### src/rtl/board_rst_ctrl.sv
// Board reset sequencer: lock-gated reset release plus per-channel
// push-button synchronizing, debouncing and press detection.
module board_rst_ctrl #(
    parameter int N_BTN           = 4,
    parameter int SYNC_STAGES     = 2,
    parameter int HOLD_CYCLES     = 16,
    parameter int DEBOUNCE_CYCLES = 100000
) (
    input  logic             clk,
    input  logic             rst,
    input  logic             locked,
    input  logic [N_BTN-1:0] btn,
    output logic             rst_out,
    output logic [N_BTN-1:0] btn_db,
    output logic [N_BTN-1:0] btn_press,
    output logic [1:0]       state
);

    typedef enum logic [1:0] {
        WAIT_LOCK = 2'd0,
        HOLD      = 2'd1,
        RUN       = 2'd2
    } state_t;

    localparam int HW = $clog2(HOLD_CYCLES + 1);
    localparam int DW = $clog2(DEBOUNCE_CYCLES);
    localparam logic [HW-1:0] HOLD_LAST = HW'(HOLD_CYCLES - 1);
    localparam logic [DW-1:0] DB_LAST   = DW'(DEBOUNCE_CYCLES - 1);

    logic [SYNC_STAGES-1:0]            r_lock_sync;
    logic [SYNC_STAGES-1:0][N_BTN-1:0] r_btn_sync;
    logic                              w_lock_s;
    logic [N_BTN-1:0]                  w_btn_s;

    state_t           r_state;
    state_t           w_state_nxt;
    logic [HW-1:0]    r_hold_cnt;
    logic [HW-1:0]    w_hold_cnt_nxt;
    logic             r_rst_out;

    logic [DW-1:0]    r_db_cnt [N_BTN];
    logic [N_BTN-1:0] r_btn_db;
    logic [N_BTN-1:0] r_btn_db_d;
    logic [N_BTN-1:0] r_btn_press;

    always_ff @(posedge clk or posedge rst) begin
        if (rst) begin
            r_lock_sync <= '0;
            r_btn_sync  <= '0;
        end else begin
            r_lock_sync <= {r_lock_sync[SYNC_STAGES-2:0], locked};
            r_btn_sync  <= {r_btn_sync[SYNC_STAGES-2:0], btn};
        end
    end

    assign w_lock_s = r_lock_sync[SYNC_STAGES-1];
    assign w_btn_s  = r_btn_sync[SYNC_STAGES-1];

    // Lock loss wins over hold completion; illegal encodings fall back.
    always_comb begin
        w_state_nxt    = r_state;
        w_hold_cnt_nxt = '0;
        case (r_state)
            WAIT_LOCK: begin
                if (w_lock_s) w_state_nxt = HOLD;
            end
            HOLD: begin
                if (!w_lock_s) begin
                    w_state_nxt = WAIT_LOCK;
                end else if (r_hold_cnt == HOLD_LAST) begin
                    w_state_nxt = RUN;
                end else begin
                    w_hold_cnt_nxt = r_hold_cnt + 1'b1;
                end
            end
            RUN: begin
                if (!w_lock_s) w_state_nxt = WAIT_LOCK;
            end
            default: w_state_nxt = WAIT_LOCK;
        endcase
    end

    always_ff @(posedge clk or posedge rst) begin
        if (rst) begin
            r_state    <= WAIT_LOCK;
            r_hold_cnt <= '0;
            r_rst_out  <= 1'b1;
        end else begin
            r_state    <= w_state_nxt;
            r_hold_cnt <= w_hold_cnt_nxt;
            r_rst_out  <= (w_state_nxt != RUN);
        end
    end

    always_ff @(posedge clk or posedge rst) begin
        if (rst) begin
            for (int i = 0; i < N_BTN; i++) r_db_cnt[i] <= '0;
            r_btn_db <= '0;
        end else begin
            for (int i = 0; i < N_BTN; i++) begin
                if (w_btn_s[i] == r_btn_db[i]) begin
                    r_db_cnt[i] <= '0;
                end else if (r_db_cnt[i] == DB_LAST) begin
                    r_btn_db[i] <= w_btn_s[i];
                    r_db_cnt[i] <= '0;
                end else begin
                    r_db_cnt[i] <= r_db_cnt[i] + 1'b1;
                end
            end
        end
    end

    // Gating on the next state keeps btn_press low whenever state != RUN.
    always_ff @(posedge clk or posedge rst) begin
        if (rst) begin
            r_btn_db_d  <= '0;
            r_btn_press <= '0;
        end else begin
            r_btn_db_d  <= r_btn_db;
            r_btn_press <= (w_state_nxt == RUN) ?
                           (r_btn_db & ~r_btn_db_d) : '0;
        end
    end

    assign rst_out   = r_rst_out;
    assign btn_db    = r_btn_db;
    assign btn_press = r_btn_press;
    assign state     = r_state;

endmodule

### config.mk
export PLATFORM = sky130hd
export DESIGN_NAME = board_rst_ctrl
export DESIGN_NICKNAME = d
export VERILOG_FILES = /design/src/rtl/board_rst_ctrl.sv
export SDC_FILE = /design/constraint.sdc
export NUM_CORES = 1
export LEC_CHECK = 0
export BUFFER_PORTS_ARGS = -buffer_cell sky130_fd_sc_hd__buf_2
export CORE_MARGIN = 2
export CORE_UTILIZATION = 50
export DETAILED_ROUTE_END_ITERATION = 8
export HOLD_SLACK_MARGIN = 0.03
export PLACE_DENSITY = 0.73
export SYNTH_ARGS = -nofsm -noshare
export SYNTH_HDL_FRONTEND = slang
export SYNTH_SLANG_ARGS = --single-unit
### constraint.sdc
create_clock -name clk -period 3.9 [get_ports clk]
set_input_delay 0.585 -clock clk [delete_from_list [all_inputs] [get_ports clk]]
set_output_delay 0.585 -clock clk [all_outputs]
set_load 0.05 [all_outputs]
; Word level (Yosys, flattened, before mapping)
; Cells that the tools add are included.
[classes]
n_addsub = 5
mul = 0
div = 0
magnitude_cmp = 0
eq_ne = 13
shift = 0
n_mux = 17
bitwise_logic = 6
reduce_logical = 5
[ops]
columns = op, n
row1 = two-way mux 17 bit, 8
row2 = adder 17 x 1 -> 17 bit (second input constant), 4
row3 = == test 17 bit (second input constant), 4
row4 = two-way mux 5 bit, 3
row5 = two-way mux 2 bit, 4
row6 = AND reduction 2 bit, 4
row7 = one-hot mux 2 bit (3 select lines), 1
row8 = adder 5 x 1 -> 5 bit (second input constant), 1
row9 = == test 5 x 4 -> 1 bit (second input constant), 1
row10 = AND 4 bit, 1
row11 = == test 1 bit, 4
row12 = == test 2 bit (second input constant), 2
row13 = two-way mux 4 bit, 1
row14 = NOT 1 bit, 4
row15 = NOT 4 bit, 1
row16 = == test 2 x 1 -> 1 bit (second input constant), 1
row17 = logical NOT 2 bit, 1
row18 = inequality test 2 bit (second input constant), 1
[word_totals]
reg_bits = 98
latch_bits = 0
ramBits = 0
mem_bits_ro = 0
inputBits = 7
out_inout_bits = 11
word_cells = 62
memories = 0

; Logic depth before layout (Yosys ltp)
; Gate-level depths: netlist (run 1).
[depth]
word_depth = 6
depth_mapped = 6
mapped_depth_nobuf = 5

; Least setup slack after synthesis (run 1)
; Ideal clock, no wire load.
[synth_path]
kind = flip-flop to flip-flop
start = register r_db_cnt[17] (netlist name)
end = register r_db_cnt[26] (netlist name)
setup_ns = 0.119
arrival_time_ns = 1.522
t_required_ns = 3.781
path_slack_ns = 2.259
path_stages_with_launch = 7
n_path_buf = 1
period_less_slack_ns = 1.641
path_cell_list = dfrtp_1 > ha_1 > nand4_1 > or2_1 > o21ai_2 > buf_4 > nor2_1
[synth_between]
elab_chain_len = 3
elab_cells_between_ends = 4
classes_between = 1 x add/sub / 1 x eq/ne / 2 x mux
[synth_rtl]
columns = element, line
row1 = from (decl), 41  ; logic [DW-1:0] r_db_cnt [N_BTN];
row2 = "from (signal, indexed assignment)", 107  ; r_db_cnt[i] <= r_db_cnt[i] + 1'b1;
row3 = adder 17 x 1 -> 17 bit or == test 17 bit (tied branches), "107, 103"
row4 = two-way mux 17 bit (*), 103  ; end else if (r_db_cnt[i] == DB_LAST) begin
row5 = two-way mux 17 bit (*), 101  ; if (w_btn_s[i] == r_btn_db[i]) begin
; Every way passes the cells marked *; elsewhere a longest branch is shown, timed or not.
; A chain may end at the register's enable or synchronous reset.

; Worst setup path after layout (run 1)
[layout_path]
start = register r_db_cnt[17] (netlist name)
end = register r_db_cnt[24] (netlist name)
; The elaborated chain is that of the path after synthesis.

==> flow_summary_export.csv, run 1 <==
group,metric,value,unit
run_status,status,"complete, no violations",
sta,setup_viol,0,
layout,multi_input_area,0.00183,sq mm
cts,insertion_delay,360,ps
worst_setup_path,reg2reg_depth,5,
worst_setup_path,end_kind,"register",
drt,post-route-drc-count,0,
cts,cts_buffers,9,
cts,cts_setup_buffers,0,
sta,fin_ws,1940,ps
sta,setup-tns-final,0,ps
hold_path,hp-class,"in -> reg",
sta,min_period,1960,ps
worst_setup_path,crit_chain,"ha_1 > nand4_1 > or2_1 > o21ai_2 > nor2_1",
grt,first_global_vias,2860,
grt,grt_max_degree,84,
logic_synthesis,async_reset_ff_frac,1.00,
floorplanning,start_util,0.507,
logic_synthesis,synth-main-ff-cell,"dfrtp_1",
logic_synthesis,ys_warn_count,0,
layout,diodes,0,
logic_synthesis,syn_area_per_cell,10.8,sq um
sta,worst_pin_slew,971,ps
logic_synthesis,postSynthNetCount,416,
worst_setup_path,cp_slowest_cell,"o21ai_2",
worst_setup_path,worstPathRequired,4120,ps
sta,finalHoldViolations,0,
sta,grt_setup_unrepaired,"false",
worst_setup_path,cp.depth,5,
sta,min_period_over_period,0.504,
worst_setup_path,crit_buf_inv,0,
worst_setup_path,arrival,2190,ps
logic_synthesis,synth_seq_cells,98,
power,ir_drop,183,uV
drt,routedWlPerCell,13.8,microns
floorplanning,ios,18,
grt,grt_use_total,0.170,
grt,antenna_found_initial,0,
worst_setup_path,worstPathMaxFanout,16,
drt,antenna_left,0,
logic_synthesis,synth-edff-count,0,
worst_setup_path,crit_path_max_incr_delay,530,ps
drt,drt_wl_total,7470,microns
floorplanning,core_area,0.00859,sq mm
cts,htree_levels,3,
cts,cts_tree,"done",
logic_synthesis,synth_cell_type_count,38,
sta,finClkSkew,6.61,ps
logic_synthesis,synth_area,0.00436,sq mm
layout,seqCellArea,0.00245,sq mm
cts,cts-root-buf,"clkbuf_8",
layout,nFillCells,742,
hold_path,min_to,"r_btn_sync[0]",
flow_run,max_cap_viol_count,0,
worst_setup_path,worstSetupPathType,"reg -> reg",
worst_setup_path,worstReg2RegStart,"r_db_cnt[17]",
worst_setup_path,cp_top_family,"simple AND/OR/NAND/NOR gates",
worst_setup_path,r2r-end,"r_db_cnt[24]",
floorplanning,die-height,97.3,microns
drt,initialDrtViolationCount,110,
cts,hold_buffers,0,
drt,vias,2970,
grt,grt_pass1_wl,13100,microns
placed_design,gp_congestion,0.850,
worst_setup_path,r2r_slack,1940,ps
layout,areaGrowthSynthToFinish,9.37,%
grt,overflow,0,
drt,drt_pre_antenna_iters,5,
layout,layout-drive-gt1-share,0.102,
layout,final_nets,440,
placed_design,hpwlAfterDp,5070,microns
worst_setup_path,critPathLaunchType,"register",
cts,cts_buffer_depth,2,
cts,cts.sink_count,98,
power,powerDensity,374,mW/mm^2
power,leakage,2.01,nW
cts,ctsResizeCount,0,
cts,clk_pin_slew,90,ps
hold_path,hold_path_depth,1,
sta,max_freq,0.509,GHz
sta,maxSlewHeadroom,0.353,
logic_synthesis,synthCells,404,
logic_synthesis,yosysSeqAreaShare,0.563,
floorplanning,die_w,97.3,microns
drt,viasPerCell,5.49,
placed_design,port_buffers,17,
hold_path,hold_start,"btn[0]",
placed_design,pre_cts_ws,1930,ps
floorplanning,die_area,0.00947,sq mm
floorplanning,std_cell_rows,34,
sta,drv_slew,0,
==> synth_stat cells, drive strengths merged (4+ instances only) <==
cell / count / area, sq um
and2: 5 / 31.3
and3: 4 / 25.0
and4: 6 / 52.6
buf: 5 / 33.8
dfrtp: 97 / 2430
ha: 5 / 62.6
inv: 11 / 41.3
mux2: 4 / 45.0
nand2: 20 / 77.6
nand3: 26 / 130
nand4: 21 / 131
nor2: 70 / 263
nor3: 18 / 90.1
nor3b: 4 / 30.0
nor4: 16 / 100
nor4bb: 6 / 60.1
o21ai: 4 / 23.8
xnor2: 43 / 377
xor2: 20 / 175
==> sequential cells by signal, summed over array words and instances (netlist names) <==
register and flops:
btn_db 4, r_btn_db_d 4, btn_press 4, w_btn_s 4
r_lock_sync 2, r_btn_sync 4, r_hold_cnt 5, state 2
rst_out 1, r_db_cnt 68
==> metrics by stage <==
step | utilization | cell area (sq um) | hold slack [ps] | cells | total power, mW
floorplan | - | 4360 | 331 | 404 | 1.11
global placement | 0.530 | 4550 | 334 | 525 | 1.13
detailed placement | 0.530 | 4550 | 336 | 525 | 1.13
CTS | 0.554 | 4760 | 299 | 541 | 1.81
global route | 0.554 | 4760 | 290 | 541 | 1.86
finish | 0.554 | 4760 | 325 | 541 | 1.78
==> layout make-up <==
| cell class | count | share of cell area |
|---|---|---|
| Sequential cell | 98 | 0.515 |
| Multi-Input combinational cell | 290 | 0.384 |
| Clock buffer | 11 | 0.0318 |
| Tap cell | 108 | 0.0284 |
| Timing Repair Buffer | 18 | 0.0194 |
| Clock inverter | 5 | 0.0126 |
| Inverter | 11 | 0.00919 |
==> cell families (layout without fill, tap and decap cells) <==
logic type      count (synthesis)  in the layout  synth area share
mux                             5              5            0.0126
fa+ha+maj                       5              5            0.0144
xor+xnor                       63             63             0.127
flops                          98             98             0.563
simple gates                  208            208             0.250
compound gates                  9              9            0.0158
buf+inv                        16             45            0.0172
==> worst max-delay path by stage <==
stage / startpoint / end / slack [ps]
2_1_floorplan: rst / btn_db[0] / 750
6_report: r_db_cnt[17] / r_db_cnt[24] / 1940
5_1_grt: r_db_cnt[17] / r_db_cnt[29] / 1710
3_5_place_dp: r_db_cnt[17] / r_db_cnt[24] / 1930
3_3_place_gp: r_db_cnt[17] / r_db_cnt[20] / 2020
4_1_cts: r_db_cnt[17] / r_db_cnt[24] / 1920
==> worst reg2reg max path: cells and delay by family, from the launching register on <==
| kind | cells | cell delay [ps] |
|---|---|---|
| and+or+nand+nor | 3 | 640 |
| adders and majority gates | 1 | 250 |
| DFF | 1 | 410 |
| AOI/OAI and AO/OA | 1 | 530 |
==> cell usage in the layout, fill, tap and decap left out, types with 2 or more instances in the layout <==
cell,n
xnor2_1,43
nand3_1,26
nor4b_1,2
nor3_1,18
inv_1,10
and4_1,6
nor4bb_1,6
mux2_2,4
nand4_1,21
clkbuf_8,11
nand2_1,19
buf_2,17
nor3b_1,4
ha_1,5
o21ai_0,2
dfrtp_1,97
nor2_1,70
and2_1,5
xor2_1,20
a21oi_1,3
and3_1,4
and4b_1,2
nor4_1,16
nand2b_1,2
==> routing by layer <==
layer	up-vias	wire length, microns	GRT usage
met5	-	0	0
met4	0	95	0.0481
met3	11	257	0.0504
met2	43	3520	0.271
met1	1459	3600	0.228
li1	1457	-	-
==> power by group <==
| group | internal [mW] | switching [mW] | leakage (nW) |
|---|---|---|---|
| Clock | 0.334 | 0.338 | 0.106 |
| Sequential | 1.03 | 0.0155 | 1.33 |
| Combinational | 0.0169 | 0.0475 | 0.575 |
Power figures use the tool's default switching activity.
==> run 2: changes to the inputs <==
--- a/config.mk
+++ b/config.mk
@@ -10,7 +10,7 @@
 export CORE_UTILIZATION = 50
 export DETAILED_ROUTE_END_ITERATION = 8
 export HOLD_SLACK_MARGIN = 0.03
-export PLACE_DENSITY = 0.73
+export PLACE_DENSITY = 0.75
 export SYNTH_ARGS = -nofsm -noshare
 export SYNTH_HDL_FRONTEND = slang
 export SYNTH_SLANG_ARGS = --single-unit
==> constraint.sdc (replaced) <==
create_clock -name clk -period 1.75 [get_ports clk]
set_input_delay 0.2625 -clock clk [delete_from_list [all_inputs] [get_ports clk]]
set_output_delay 0.2625 -clock clk [all_outputs]
set_load 0.05 [all_outputs]
==> flow_summary_export.csv, run 2 (synthesis results as in run 1) <==
group,metric,value,unit
run_status,status,"complete, no violations",
power,p_switching,0.997,mW
worst_setup_path,crit_buf_inv,1,
floorplanning,std_cell_rows,34,
worst_setup_path,crit_path_max_incr_delay,410,ps
power,seq_power_share,0.596,
grt,antenna_found_initial,0,
power,ir_drop,489,uV
drt,drt_pre_antenna_iters,5,
sta,finalHoldViolations,0,
placed_design,pre_cts_ws,-1.10,ps
power,power_frac_comb,0.044,
sta,whs,357,ps
drt,initialDrtViolationCount,148,
drt,drt_wl_total,7440,microns
floorplanning,die_area,0.00947,sq mm
layout,layout-drive-gt1-share,0.133,
hold_path,hold_start,"r_btn_sync[0]",
grt,grt_pass1_wl,12800,microns
power,total_power,3.92,mW
layout,diodes,0,
placed_design,gp_congestion,0.820,
cts,clk_pin_slew,100,ps
worst_setup_path,worstPathMaxFanout,14,
worst_setup_path,worstSetupPathType,"reg -> reg",
drt,viasPerCell,5.37,
sta,drv_slew,0,
sta,min_period,1650,ps
grt,grt_use_total,0.166,
sta,setup-tns-final,0,ps
layout,fin_area,0.00495,sq mm
cts,cts_tree,"done",
power,leakage,2.09,nW
floorplanning,start_util,0.507,
sta,finClkSkew,9.35,ps
grt,overflow,0,
hold_path,min_to,"w_btn_s[0]",
worst_setup_path,cp_slowest_cell,"dfrtp_1",
power,switching_share,0.254,
drt,routedWlPerCell,13.3,microns
power,powerDensity,792,mW/mm^2
layout,areaGrowthSynthToFinish,13.6,%
cts,insertion_delay,370,ps
power,cellInternalPower,2.92,mW
cts,cts_buffer_depth,2,
worst_setup_path,worstReg2RegStart,"r_db_cnt[0]",
layout,final_cell_mix,"dfrtp_1 (97), nor2_1 (70), xnor2_1 (43)",
placed_design,hpwlAfterDp,4940,microns
placed_design,dpl-instance-area,0.00465,sq mm
drt,antenna_left,0,
drt,post-route-drc-count,0,
layout,largest_reg_flops,68,
flow_run,max_cap_viol_count,0,
sta,max_freq,0.607,GHz
drt,vias,2997,
grt,first_global_vias,2779,
worst_setup_path,end_kind,"register",
floorplanning,ios,18,
placed_design,port_buffers,17,
cts,cts-root-buf,"clkbuf_8",
worst_setup_path,arrival,1900,ps
grt,grt_max_degree,99,
worst_setup_path,r2r-end,"r_db_cnt[8]",
worst_setup_path,reg2reg_depth,6,
layout,final_nets,457,
hold_path,hp-class,"reg -> reg",
sta,maxSlewHeadroom,0.654,
worst_setup_path,crit_chain,"ha_1 > nor4bb_2 > nand4_1 > nand2_1 > buf_4 > nor2_1",
layout,largestRegisters,"r_db_cnt x68, r_hold_cnt x5",
sta,grt_setup_unrepaired,"false",
floorplanning,die-height,97.3,microns
layout,final_common_cell,"dfrtp_1",
floorplanning,die_w,97.3,microns
sta,min_period_over_period,0.941,
layout,regMostFlops,"r_db_cnt",
cts,cts.sink_count,98,
cts,htree_levels,3,
worst_setup_path,worstPathRequired,2000,ps
sta,setup_viol,0,
worst_setup_path,r2r_slack,100,ps
power,clkPwrFrac,0.361,
sta,worst_pin_slew,520,ps
floorplanning,core_area,0.00859,sq mm
cts,cts_buffers,9,
worst_setup_path,cp_top_family,"simple AND/OR/NAND/NOR gates",
worst_setup_path,critPathLaunchType,"register",
sta,fin_ws,103,ps
hold_path,hold_path_depth,0,
[run 2: worst max path at each step]
stage | from | to | cells after the start
finish | r_db_cnt[0] | r_db_cnt[8] | 6
global route | r_db_cnt[0] | r_db_cnt[16] | 6
CTS | r_db_cnt[51] | btn_db[0] | 5
detailed placement | r_db_cnt[51] | btn_db[0] | 5
global placement | r_db_cnt[51] | btn_db[0] | 5
floorplan | r_db_cnt[17] | r_db_cnt[32] | 6
[run 2: power by group through the flow]
stage | registers [mW] | logic (mW) | clock network (mW)
after global placement | 2.38 | 0.158 | 0
after detailed placement | 2.38 | 0.161 | 0
after global routing | 2.34 | 0.197 | 1.56
after CTS | 2.33 | 0.170 | 1.46
after floorplan | 2.38 | 0.107 | 0
final | 2.34 | 0.171 | 1.41
[run 2: repair_timing]
item / 4_1_cts / 5_1_grt
endpoints found under the hold margin: 5 / 8
pin swaps: 0 / 5
hold buffers: 5 / 1
resized for setup: 1 / 5
setup buffers: 0 / 2
endpoints found under the setup margin: 1 / 20
[run 2: per-layer routing]
layer	part of all wire	track usage	vias to the layer above
met4	0.015	0.0769	0
met2	0.47	0.258	41
met3	0.024	0.0266	8
met5	0	0	-
li1	-	-	1491
met1	0.49	0.231	1457
[run 2: final cells by class]
class	instances	area, sq um
multi-input combinational	290	1860
clock inverter	7	68.8
clock buffer	9	124
tap	108	135
inverter	11	45.0
timing repair buffer	35	260
sequential	98	2450
fill	719	3640
[run 2: worst reg2reg max path: stages, from the launching register on]
cell      delay [ps]
dfrtp_1          410
ha_1             260
nor4bb_2         260
nand4_1          220
nand2_1          120
buf_4            200
nor2_1            70
[run 2: stage by stage]
stage,cells,utilization
after detailed placement,534,0.541
after global routing,558,0.576
after CTS,555,0.569
after global placement,534,0.541
after floorplan,404,-
final,558,0.576
